[config.mk]
export PLATFORM = sky130hd
export DESIGN_NAME = stopwatch_ctrl
export DESIGN_NICKNAME = d
export VERILOG_FILES = /design/src/rtl/stopwatch_pkg.sv /design/src/rtl/stopwatch_ctrl_ps2_rx.sv /design/src/rtl/stopwatch_ctrl.sv
export SDC_FILE = /design/constraint.sdc
export NUM_CORES = 1
export LEC_CHECK = 0
export ABC_AREA = 1
export CORE_MARGIN = 4
export CORE_UTILIZATION = 44
export CTS_BUF_LIST = sky130_fd_sc_hd__clkbuf_16
export DETAILED_ROUTE_END_ITERATION = 8
export SETUP_SLACK_MARGIN = 0.1
export SLEW_MARGIN = 15
export SYNTH_ARGS = -nofsm -noshare
export SYNTH_HDL_FRONTEND = slang
export SYNTH_HIERARCHICAL = 1
export SYNTH_SLANG_ARGS = --single-unit
[constraint.sdc]
create_clock -name clk -period 1.55 [get_ports clk]
set_input_delay 0.2325 -clock clk [delete_from_list [all_inputs] [get_ports clk]]
set_output_delay 0.2325 -clock clk [all_outputs]
set_load 0.01 [all_outputs]
[src/rtl/stopwatch_pkg.sv]
// Shared types and constants for the MM:SS stopwatch controller.
// Holds the FSM state enum, scan codes and the BCD time increment.
package stopwatch_pkg;

   typedef enum logic [1:0] {
      IDLE  = 2'd0,
      RUN   = 2'd1,
      PAUSE = 2'd2
   } state_t;

   typedef struct packed {
      logic [3:0] d4;
      logic [3:0] d3;
      logic [3:0] d2;
      logic [3:0] d1;
   } bcd_time_t;

   localparam logic [7:0] KEY_SPACE = 8'h29;
   localparam logic [7:0] KEY_R     = 8'h2D;
   localparam logic [7:0] KEY_L     = 8'h4B;
   localparam logic [7:0] BRK       = 8'hF0;
   localparam logic [7:0] EXT       = 8'hE0;

   localparam int FRAME_LEN = 11;

   // One-second ripple increment; 59:59 wraps to 00:00.
   function automatic bcd_time_t bcd_inc(input bcd_time_t t);
      bcd_time_t r;
      r = t;
      if (t.d1 == 4'd9) begin
         r.d1 = 4'd0;
         if (t.d2 == 4'd5) begin
            r.d2 = 4'd0;
            if (t.d3 == 4'd9) begin
               r.d3 = 4'd0;
               r.d4 = (t.d4 == 4'd5) ? 4'd0 : t.d4 + 4'd1;
            end else begin
               r.d3 = t.d3 + 4'd1;
            end
         end else begin
            r.d2 = t.d2 + 4'd1;
         end
      end else begin
         r.d1 = t.d1 + 4'd1;
      end
      return r;
   endfunction

endpackage

[src/rtl/stopwatch_ctrl_ps2_rx.sv]
// PS/2 frame receiver: synchronizers, falling-edge sampling,
// start/odd-parity/stop checking and a mid-frame idle timeout.
module ps2_rx
   import stopwatch_pkg::*;
#(
   parameter int RX_TIMEOUT = 50_000
) (
   input  logic       clk,
   input  logic       rst,
   input  logic       kb_clk,
   input  logic       kb_data,
   output logic [7:0] code,
   output logic       code_valid
);

   localparam int TW = $clog2(RX_TIMEOUT);

   logic          kbc_m, kbc_s, kbc_p;
   logic          kbd_m, kbd_s;
   logic          fall;
   logic [3:0]    bit_cnt;
   logic [9:0]    sh;
   logic [TW-1:0] to_cnt;
   logic          frame_ok;

   // Falling kbClk edge and full-frame validity from the held bits.
   always_comb begin
      fall     = kbc_p & ~kbc_s;
      frame_ok = ~sh[0] & (^sh[9:1]) & kbd_s;
   end

   // Synchronize, shift bits in on falling edges, emit good codes.
   always_ff @(posedge clk or posedge rst) begin
      if (rst) begin
         kbc_m      <= 1'b1;
         kbc_s      <= 1'b1;
         kbc_p      <= 1'b1;
         kbd_m      <= 1'b1;
         kbd_s      <= 1'b1;
         bit_cnt    <= '0;
         sh         <= '0;
         to_cnt     <= '0;
         code       <= '0;
         code_valid <= 1'b0;
      end else begin
         kbc_m      <= kb_clk;
         kbc_s      <= kbc_m;
         kbc_p      <= kbc_s;
         kbd_m      <= kb_data;
         kbd_s      <= kbd_m;
         code_valid <= 1'b0;
         if (fall) begin
            to_cnt <= '0;
            sh     <= {kbd_s, sh[9:1]};
            if (bit_cnt == 4'd0) begin
               if (!kbd_s)
                  bit_cnt <= 4'd1;
            end else if (bit_cnt == 4'(FRAME_LEN - 1)) begin
               bit_cnt <= 4'd0;
               if (frame_ok) begin
                  code_valid <= 1'b1;
                  code       <= sh[8:1];
               end
            end else begin
               bit_cnt <= bit_cnt + 4'd1;
            end
         end else if (bit_cnt != 4'd0) begin
            if (to_cnt == TW'(RX_TIMEOUT - 1)) begin
               bit_cnt <= 4'd0;
               to_cnt  <= '0;
            end else begin
               to_cnt <= to_cnt + TW'(1);
            end
         end else begin
            to_cnt <= '0;
         end
      end
   end

endmodule

[src/rtl/stopwatch_ctrl.sv]
// Stopwatch sequencer: scan-code decode, IDLE/RUN/PAUSE FSM, prescaler, BCD time.
// Define STOPWATCH_LAP_EN to add the L-key lap freeze of the displayed digits.
module stopwatch_ctrl
   import stopwatch_pkg::*;
#(
   parameter int TICK_DIV   = 50_000_000,
   parameter int RX_TIMEOUT = 50_000
) (
   input  logic       clk,
   input  logic       rst,
   input  logic       kbClk,
   input  logic       kbData,
   output logic [3:0] d1,
   output logic [3:0] d2,
   output logic [3:0] d3,
   output logic [3:0] d4,
   output logic       de
);

   localparam int PW = $clog2(TICK_DIV);

   logic [7:0]    code;
   logic          code_valid;
   logic          brk_q;
   logic          tog, clr;
   logic          tick;
   state_t        state_q, state_d;
   logic [PW-1:0] pre_q, pre_d;
   bcd_time_t     live_q, live_d;
   logic          de_q, de_d;
`ifdef STOPWATCH_LAP_EN
   logic          lapk;
   logic          lap_q, lap_d;
   bcd_time_t     disp_q, disp_d;
`endif

   ps2_rx #(
      .RX_TIMEOUT(RX_TIMEOUT)
   ) u_rx (
      .clk       (clk),
      .rst       (rst),
      .kb_clk    (kbClk),
      .kb_data   (kbData),
      .code      (code),
      .code_valid(code_valid)
   );

   // Turn make codes into commands; the byte after F0 is swallowed.
   always_comb begin
      tog = 1'b0;
      clr = 1'b0;
`ifdef STOPWATCH_LAP_EN
      lapk = 1'b0;
`endif
      if (code_valid && !brk_q) begin
         unique case (1'b1)
            (code == KEY_SPACE): tog = 1'b1;
            (code == KEY_R):     clr = 1'b1;
`ifdef STOPWATCH_LAP_EN
            (code == KEY_L):     lapk = 1'b1;
`endif
            default: ;
         endcase
      end
   end

   // Next state, prescaler, live time and dot; pause beats a same-cycle tick.
   always_comb begin
      state_d = state_q;
      pre_d   = pre_q;
      live_d  = live_q;
      tick    = (state_q == RUN) && (pre_q == PW'(TICK_DIV - 1));
      unique case (state_q)
         IDLE: begin
            if (tog) begin
               state_d = RUN;
               pre_d   = '0;
            end
         end
         RUN: begin
            if (tog) begin
               state_d = PAUSE;
            end else if (tick) begin
               pre_d  = '0;
               live_d = bcd_inc(live_q);
            end else begin
               pre_d = pre_q + PW'(1);
            end
         end
         PAUSE: begin
            if (tog) begin
               state_d = RUN;
            end else if (clr) begin
               state_d = IDLE;
               pre_d   = '0;
               live_d  = '0;
            end
         end
         default: state_d = IDLE;
      endcase
      de_d = (state_q == RUN) ? (pre_q < PW'(TICK_DIV / 2)) : 1'b1;
`ifdef STOPWATCH_LAP_EN
      lap_d = lap_q;
      if (tog || clr)
         lap_d = 1'b0;
      else if (lapk && state_q == RUN)
         lap_d = ~lap_q;
      disp_d = lap_d ? disp_q : live_d;
      if (lap_d)
         de_d = 1'b1;
`endif
   end

   // State, prescaler, time and break-prefix registers.
   always_ff @(posedge clk or posedge rst) begin
      if (rst) begin
         state_q <= IDLE;
         pre_q   <= '0;
         live_q  <= '0;
         de_q    <= 1'b1;
         brk_q   <= 1'b0;
`ifdef STOPWATCH_LAP_EN
         lap_q   <= 1'b0;
         disp_q  <= '0;
`endif
      end else begin
         state_q <= state_d;
         pre_q   <= pre_d;
         live_q  <= live_d;
         de_q    <= de_d;
         if (code_valid) begin
            if (brk_q)
               brk_q <= 1'b0;
            else if (code == BRK)
               brk_q <= 1'b1;
         end
`ifdef STOPWATCH_LAP_EN
         lap_q  <= lap_d;
         disp_q <= disp_d;
`endif
      end
   end

`ifdef STOPWATCH_LAP_EN
   assign d1 = disp_q.d1;
   assign d2 = disp_q.d2;
   assign d3 = disp_q.d3;
   assign d4 = disp_q.d4;
`else
   assign d1 = live_q.d1;
   assign d2 = live_q.d2;
   assign d3 = live_q.d3;
   assign d4 = live_q.d4;
`endif
   assign de = de_q;

endmodule

==> metrics.txt <==
# TYPE chip_impl_metric gauge
chip_impl_info{name="rr_endpoint",value="u_rx/to_cnt[8]"} 1
chip_impl_metric{name="numCtsBuffers",unit=""} 9
chip_impl_metric{name="core.rowCount",unit=""} 40
chip_impl_metric{name="tightest_slew",unit="ns"} 0.410
chip_impl_metric{name="grt_pass1_vias",unit=""} 4743
chip_impl_metric{name="buffer_depth_of_the_longest_clock_path",unit=""} 2
chip_impl_metric{name="overflow",unit=""} 0
chip_impl_metric{name="antenna_found_initial",unit=""} 0
chip_impl_info{name="violations",value="setup timing"} 1
chip_impl_metric{name="antenna-diode-count",unit=""} 0
chip_impl_metric{name="timing.critical_path.arrival",unit="ns"} 1.91
chip_impl_metric{name="final.setup_skew",unit="ns"} 0.00627
chip_impl_metric{name="min_period_over_period",unit="%"} 106
chip_impl_metric{name="crit_required",unit="ns"} 1.82
chip_impl_metric{name="synth.cell_area",unit="sq um"} 5420
chip_impl_metric{name="h-tree-depth",unit=""} 3
chip_impl_metric{name="count_of_port_buffers_added_during_placement",unit=""} 20
chip_impl_metric{name="postSynthCellCount",unit=""} 727
chip_impl_metric{name="core_region_area",unit="sq um"} 12100
chip_impl_metric{name="fin_worst_hold_slack",unit="ns"} 0.274
chip_impl_metric{name="max_freq",unit="MHz"} 608
chip_impl_metric{name="wire_length_of_the_first_global_routing_pass",unit="microns"} 21600
chip_impl_metric{name="swShare",unit="%"} 30.0
chip_impl_metric{name="synth_cell_types",unit=""} 37
chip_impl_info{name="rsz0062_at_grt",value="true"} 1
chip_impl_metric{name="register_area",unit="sq um"} 2270
chip_impl_metric{name="clock_power_share",unit="%"} 36.9
chip_impl_metric{name="setup_tns",unit="ns"} -0.992
chip_impl_metric{name="synth-warning-count",unit=""} 6
chip_impl_info{name="timing.critical_path.from_type",value="register"} 1
chip_impl_metric{name="floorplan.die_area",unit="sq um"} 14200
chip_impl_metric{name="slew_viol_final",unit=""} 0
chip_impl_metric{name="dpl_wire_length",unit="microns"} 8720
chip_impl_metric{name="postRouteWirelength",unit="microns"} 13600
chip_impl_metric{name="initial_core_util",unit="%"} 45.0
chip_impl_info{name="clk_root_buffer_cell",value="sky130_fd_sc_hd__clkbuf_16"} 1
chip_impl_metric{name="worstPathMaxFanout",unit=""} 7
chip_impl_metric{name="wire_length_per_cell",unit="microns"} 13.2
chip_impl_info{name="kind_of_critical_path",value="register to register"} 1
chip_impl_info{name="critical_path.startpoint",value="u_rx/to_cnt[1]"} 1
chip_impl_metric{name="synth_fp_nets",unit=""} 744
chip_impl_metric{name="n_fill_cell",unit=""} 1011
chip_impl_metric{name="final-setup-viol-count",unit=""} 34
chip_impl_metric{name="die_height",unit="microns"} 119
chip_impl_metric{name="clock_sink_count",unit=""} 90
chip_impl_metric{name="power_switching",unit="W"} 0.00189
chip_impl_metric{name="final_nets",unit=""} 874
chip_impl_metric{name="leakage_power",unit="nW"} 3.62
chip_impl_metric{name="timing.max_cap.violations",unit=""} 0
chip_impl_metric{name="drive_above_1_share",unit="%"} 31.4
chip_impl_metric{name="pwr_density_cell",unit="nW/um^2"} 850
chip_impl_metric{name="slew_headroom",unit="%"} 72.4
chip_impl_info{name="status",value="finished, violations left"} 1
chip_impl_metric{name="clk_transition_reported_paths",unit="ns"} 0.07
chip_impl_metric{name="largest_net_degree_at_the_start_of_global_routing",unit=""} 47
chip_impl_metric{name="hold_viol_final",unit=""} 0
chip_impl_metric{name="multi_input_comb_area",unit="sq um"} 3130
chip_impl_metric{name="via_count",unit=""} 5196
chip_impl_metric{name="dr.pass1.iters",unit=""} 5
chip_impl_info{name="timing.critical_path.to",value="u_rx/to_cnt[8]"} 1
chip_impl_metric{name="drcViolationCount",unit=""} 0
chip_impl_metric{name="finalWorstSetupSlack",unit="ns"} -0.0953
chip_impl_info{name="cts_tree",value="built"} 1
chip_impl_metric{name="routed_via_density",unit=""} 5.04
chip_impl_metric{name="ioPinCount",unit=""} 21
chip_impl_metric{name="gp_congestion",unit=""} 0.928
chip_impl_metric{name="flops_latches_synth",unit=""} 90
chip_impl_metric{name="insertion_delay",unit="ns"} 0.35
chip_impl_info{name="worst_r2r_startpoint",value="u_rx/to_cnt[1]"} 1
chip_impl_info{name="holdCritPathClass",value="input port to asynchronous set/reset pin"} 1
chip_impl_metric{name="worst-r2r-cell-count",unit=""} 9
chip_impl_metric{name="detail_route.iter0.violations",unit=""} 323
chip_impl_metric{name="seq_power_share",unit="%"} 42.1
chip_impl_metric{name="reg2reg_slack",unit="ns"} -0.1
chip_impl_metric{name="syn_to_final_growth",unit="%"} 36.2
chip_impl_metric{name="grt.total_usage",unit="%"} 18.3
chip_impl_metric{name="comb_power_share",unit="%"} 21.0
chip_impl_metric{name="internal_power",unit="W"} 0.00440
chip_impl_metric{name="worst_ir_drop_vdd",unit="uV"} 689
chip_impl_metric{name="postRouteAntennaNets",unit=""} 0
chip_impl_info{name="timing.critical_path.to_type",value="register"} 1
chip_impl_metric{name="die_w",unit="microns"} 119
chip_impl_metric{name="finalWorstPathRequiredPeriod",unit="ns"} 1.65
chip_impl_metric{name="syn-mean-instance-area",unit="sq um"} 7.46
chip_impl_metric{name="synth_seq_area_share",unit="%"} 41.7
==> cell usage in the layout, fill, tap and decap left out, types with 3 or more instances in the layout <==
master and count:
sky130_fd_sc_hd__nand2_1 188, sky130_fd_sc_hd__buf_4 85, sky130_fd_sc_hd__dfrtp_1 77, sky130_fd_sc_hd__nor2_1 67, sky130_fd_sc_hd__inv_1 57, sky130_fd_sc_hd__nand3_1 41
sky130_fd_sc_hd__nand4_1 32, sky130_fd_sc_hd__inv_2 31, sky130_fd_sc_hd__nand2_2 30, sky130_fd_sc_hd__o21ai_0 23, sky130_fd_sc_hd__xor2_1 21, sky130_fd_sc_hd__o21ai_1 20
sky130_fd_sc_hd__nor2_2 19, sky130_fd_sc_hd__nor2_4 17, sky130_fd_sc_hd__dlygate4sd2_1 17, sky130_fd_sc_hd__nand2_4 11, sky130_fd_sc_hd__clkbuf_16 11, sky130_fd_sc_hd__ha_1 10
sky130_fd_sc_hd__buf_6 10, sky130_fd_sc_hd__nor3_1 9, sky130_fd_sc_hd__nand3_2 7, sky130_fd_sc_hd__dfrtp_2 7, sky130_fd_sc_hd__nand3b_1 6, sky130_fd_sc_hd__xnor2_1 6
sky130_fd_sc_hd__a21oi_2 6, sky130_fd_sc_hd__dfstp_2 6, sky130_fd_sc_hd__a21oi_1 5, sky130_fd_sc_hd__buf_12 5, sky130_fd_sc_hd__nor2_8 3, sky130_fd_sc_hd__nor3_2 3
sky130_fd_sc_hd__clkdlybuf4s50_1 3
==> sequential cells by signal, summed over array words and instances (netlist names), 2 cells and up <==
register / count
u_rx/sh: 10
d3: 4
state_q: 2
u_rx/code: 8
d2: 4
d1: 4
u_rx/bit_cnt: 4
d4: 4
pre_q: 26
u_rx/to_cnt: 16
==> synthesized netlist by cell type <==
library cell / count / area, sq um
sky130_fd_sc_hd__nand2_1: 217 / 815
sky130_fd_sc_hd__nand4_1: 32 / 200
sky130_fd_sc_hd__buf_1: 1 / 3.75
sky130_fd_sc_hd__nand2_4: 5 / 56.3
sky130_fd_sc_hd__ha_1: 13 / 163
sky130_fd_sc_hd__nand3b_1: 6 / 45.0
sky130_fd_sc_hd__nor4_1: 2 / 12.5
sky130_fd_sc_hd__nor3_2: 2 / 20.0
sky130_fd_sc_hd__clkbuf_1: 1 / 3.75
sky130_fd_sc_hd__a21o_1: 1 / 7.51
sky130_fd_sc_hd__buf_6: 1 / 11.3
sky130_fd_sc_hd__xnor2_1: 6 / 52.6
sky130_fd_sc_hd__a21oi_1: 11 / 55.1
sky130_fd_sc_hd__nor3_1: 12 / 60.1
sky130_fd_sc_hd__xor2_1: 21 / 184
sky130_fd_sc_hd__nor2_1: 88 / 330
sky130_fd_sc_hd__buf_8: 1 / 15.0
sky130_fd_sc_hd__buf_4: 1 / 7.51
sky130_fd_sc_hd__nand2_2: 8 / 50.1
sky130_fd_sc_hd__o21bai_1: 2 / 15.0
sky130_fd_sc_hd__nand2_8: 1 / 20.0
sky130_fd_sc_hd__nor2_2: 6 / 37.5
sky130_fd_sc_hd__dfrtp_1: 84 / 2100
sky130_fd_sc_hd__o21ai_1: 6 / 30.0
sky130_fd_sc_hd__inv_2: 21 / 78.8
sky130_fd_sc_hd__or2_2: 1 / 6.26
sky130_fd_sc_hd__buf_2: 4 / 20.0
sky130_fd_sc_hd__dfstp_2: 6 / 158
sky130_fd_sc_hd__o211ai_1: 1 / 7.51
sky130_fd_sc_hd__nand3_4: 2 / 35.0
sky130_fd_sc_hd__o21ai_0: 37 / 185
sky130_fd_sc_hd__a21oi_2: 1 / 8.76
sky130_fd_sc_hd__a31oi_1: 1 / 6.26
sky130_fd_sc_hd__nor2_4: 6 / 67.6
sky130_fd_sc_hd__nand3_1: 47 / 235
sky130_fd_sc_hd__nor2_8: 3 / 60.1
sky130_fd_sc_hd__inv_1: 69 / 259
==> power by group through the flow <==
stage	Sequential, W	Clock [W]	Combinational (W)
2_1_floorplan	0.00264	0	0.000696
3_3_place_gp	0.00265	0	0.000923
3_5_place_dp	0.00266	0	0.000944
4_1_cts	0.00262	0.00238	0.00102
5_1_grt	0.00266	0.00247	0.00146
6_report	0.00264	0.00232	0.00132
==> worst min-delay path by stage <==
| stage | to | slack [ns] | cells past startpoint |
|---|---|---|---|
| after CTS | pre_q[17] | 0.28 | 3 |
| final | pre_q[18] | 0.27 | 3 |
| after detailed placement | u_rx/kbc_s | 0.35 | 0 |
| after global placement | u_rx/kbd_s | 0.35 | 0 |
| after global routing | u_rx/kbc_m | 0.28 | 1 |
| after floorplan | u_rx/kbc_m | 0.24 | 0 |
==> final cells by class <==
cell class              count  share of cell area [%]
multi-input cells         542                    42.4
clock inverters             7                    1.15
well taps                 168                    2.84
flip-flops and latches     90                    30.7
inverters                  90                    4.67
clock buffers               9                    3.05
repair buffers            124                    15.2
==> metrics by stage <==
| stage | power (W) | setup WS (ns) | cell area [sq um] | instances | util [%] |
|---|---|---|---|---|---|
| after CTS | 0.00602 | -0.0677 | 6860 | 1003 | 56.8 |
| after global placement | 0.00358 | -0.0428 | 6310 | 968 | 52.3 |
| after floorplan | 0.00333 | -0.0505 | 5450 | 727 | - |
| final | 0.00628 | -0.0953 | 7390 | 1030 | 61.3 |
| after detailed placement | 0.00361 | -0.0801 | 6310 | 968 | 52.3 |
| after global routing | 0.00660 | -0.163 | 7390 | 1030 | 61.3 |
==> cells by family (layout without fill, tap and decap cells) <==
logic type	Yosys count	count (layout)	share of synthesized area, %
buffers and inverters	99	230	7.36
and+or+nand+nor	438	442	37.8
xor gates and xnor gates	27	27	4.36
AOI/OAI and AO/OA	60	60	5.81
adders and majority gates	13	13	3.00
DFF	90	90	41.7
==> metal layers <==
metal | up-vias | global-route usage [%] | routed length, microns
li1 | 2604 | - | -
met1 | 2430 | 24.3 | 6030
met4 | 0 | 7.97 | 377
met3 | 38 | 2.75 | 569
met5 | - | 0 | 0
met2 | 124 | 29.7 | 6620
==> critical path, stage by stage (launching register included) <==
cell                       delay [ns]
sky130_fd_sc_hd__dfrtp_1         0.39
sky130_fd_sc_hd__ha_2            0.20
sky130_fd_sc_hd__nand2_2         0.10
sky130_fd_sc_hd__nor2_4          0.05
sky130_fd_sc_hd__inv_2           0.09
sky130_fd_sc_hd__nor3_4          0.05
sky130_fd_sc_hd__buf_6           0.13
sky130_fd_sc_hd__nor2_4          0.20
sky130_fd_sc_hd__clkinv_4        0.16
sky130_fd_sc_hd__nor3_2          0.19
==> what timing repair did <==
| action | CTS | global route |
|---|---|---|
| cloned | 5 | 2 |
| hold buffers | 0 | 0 |
| setup endpoints to repair | 82 | 72 |
| gates resized for setup | 49 | 96 |
| buffers inserted | 14 | 25 |
| pin swaps | 34 | 52 |
Note: power is estimated with default switching activity, not from simulation.
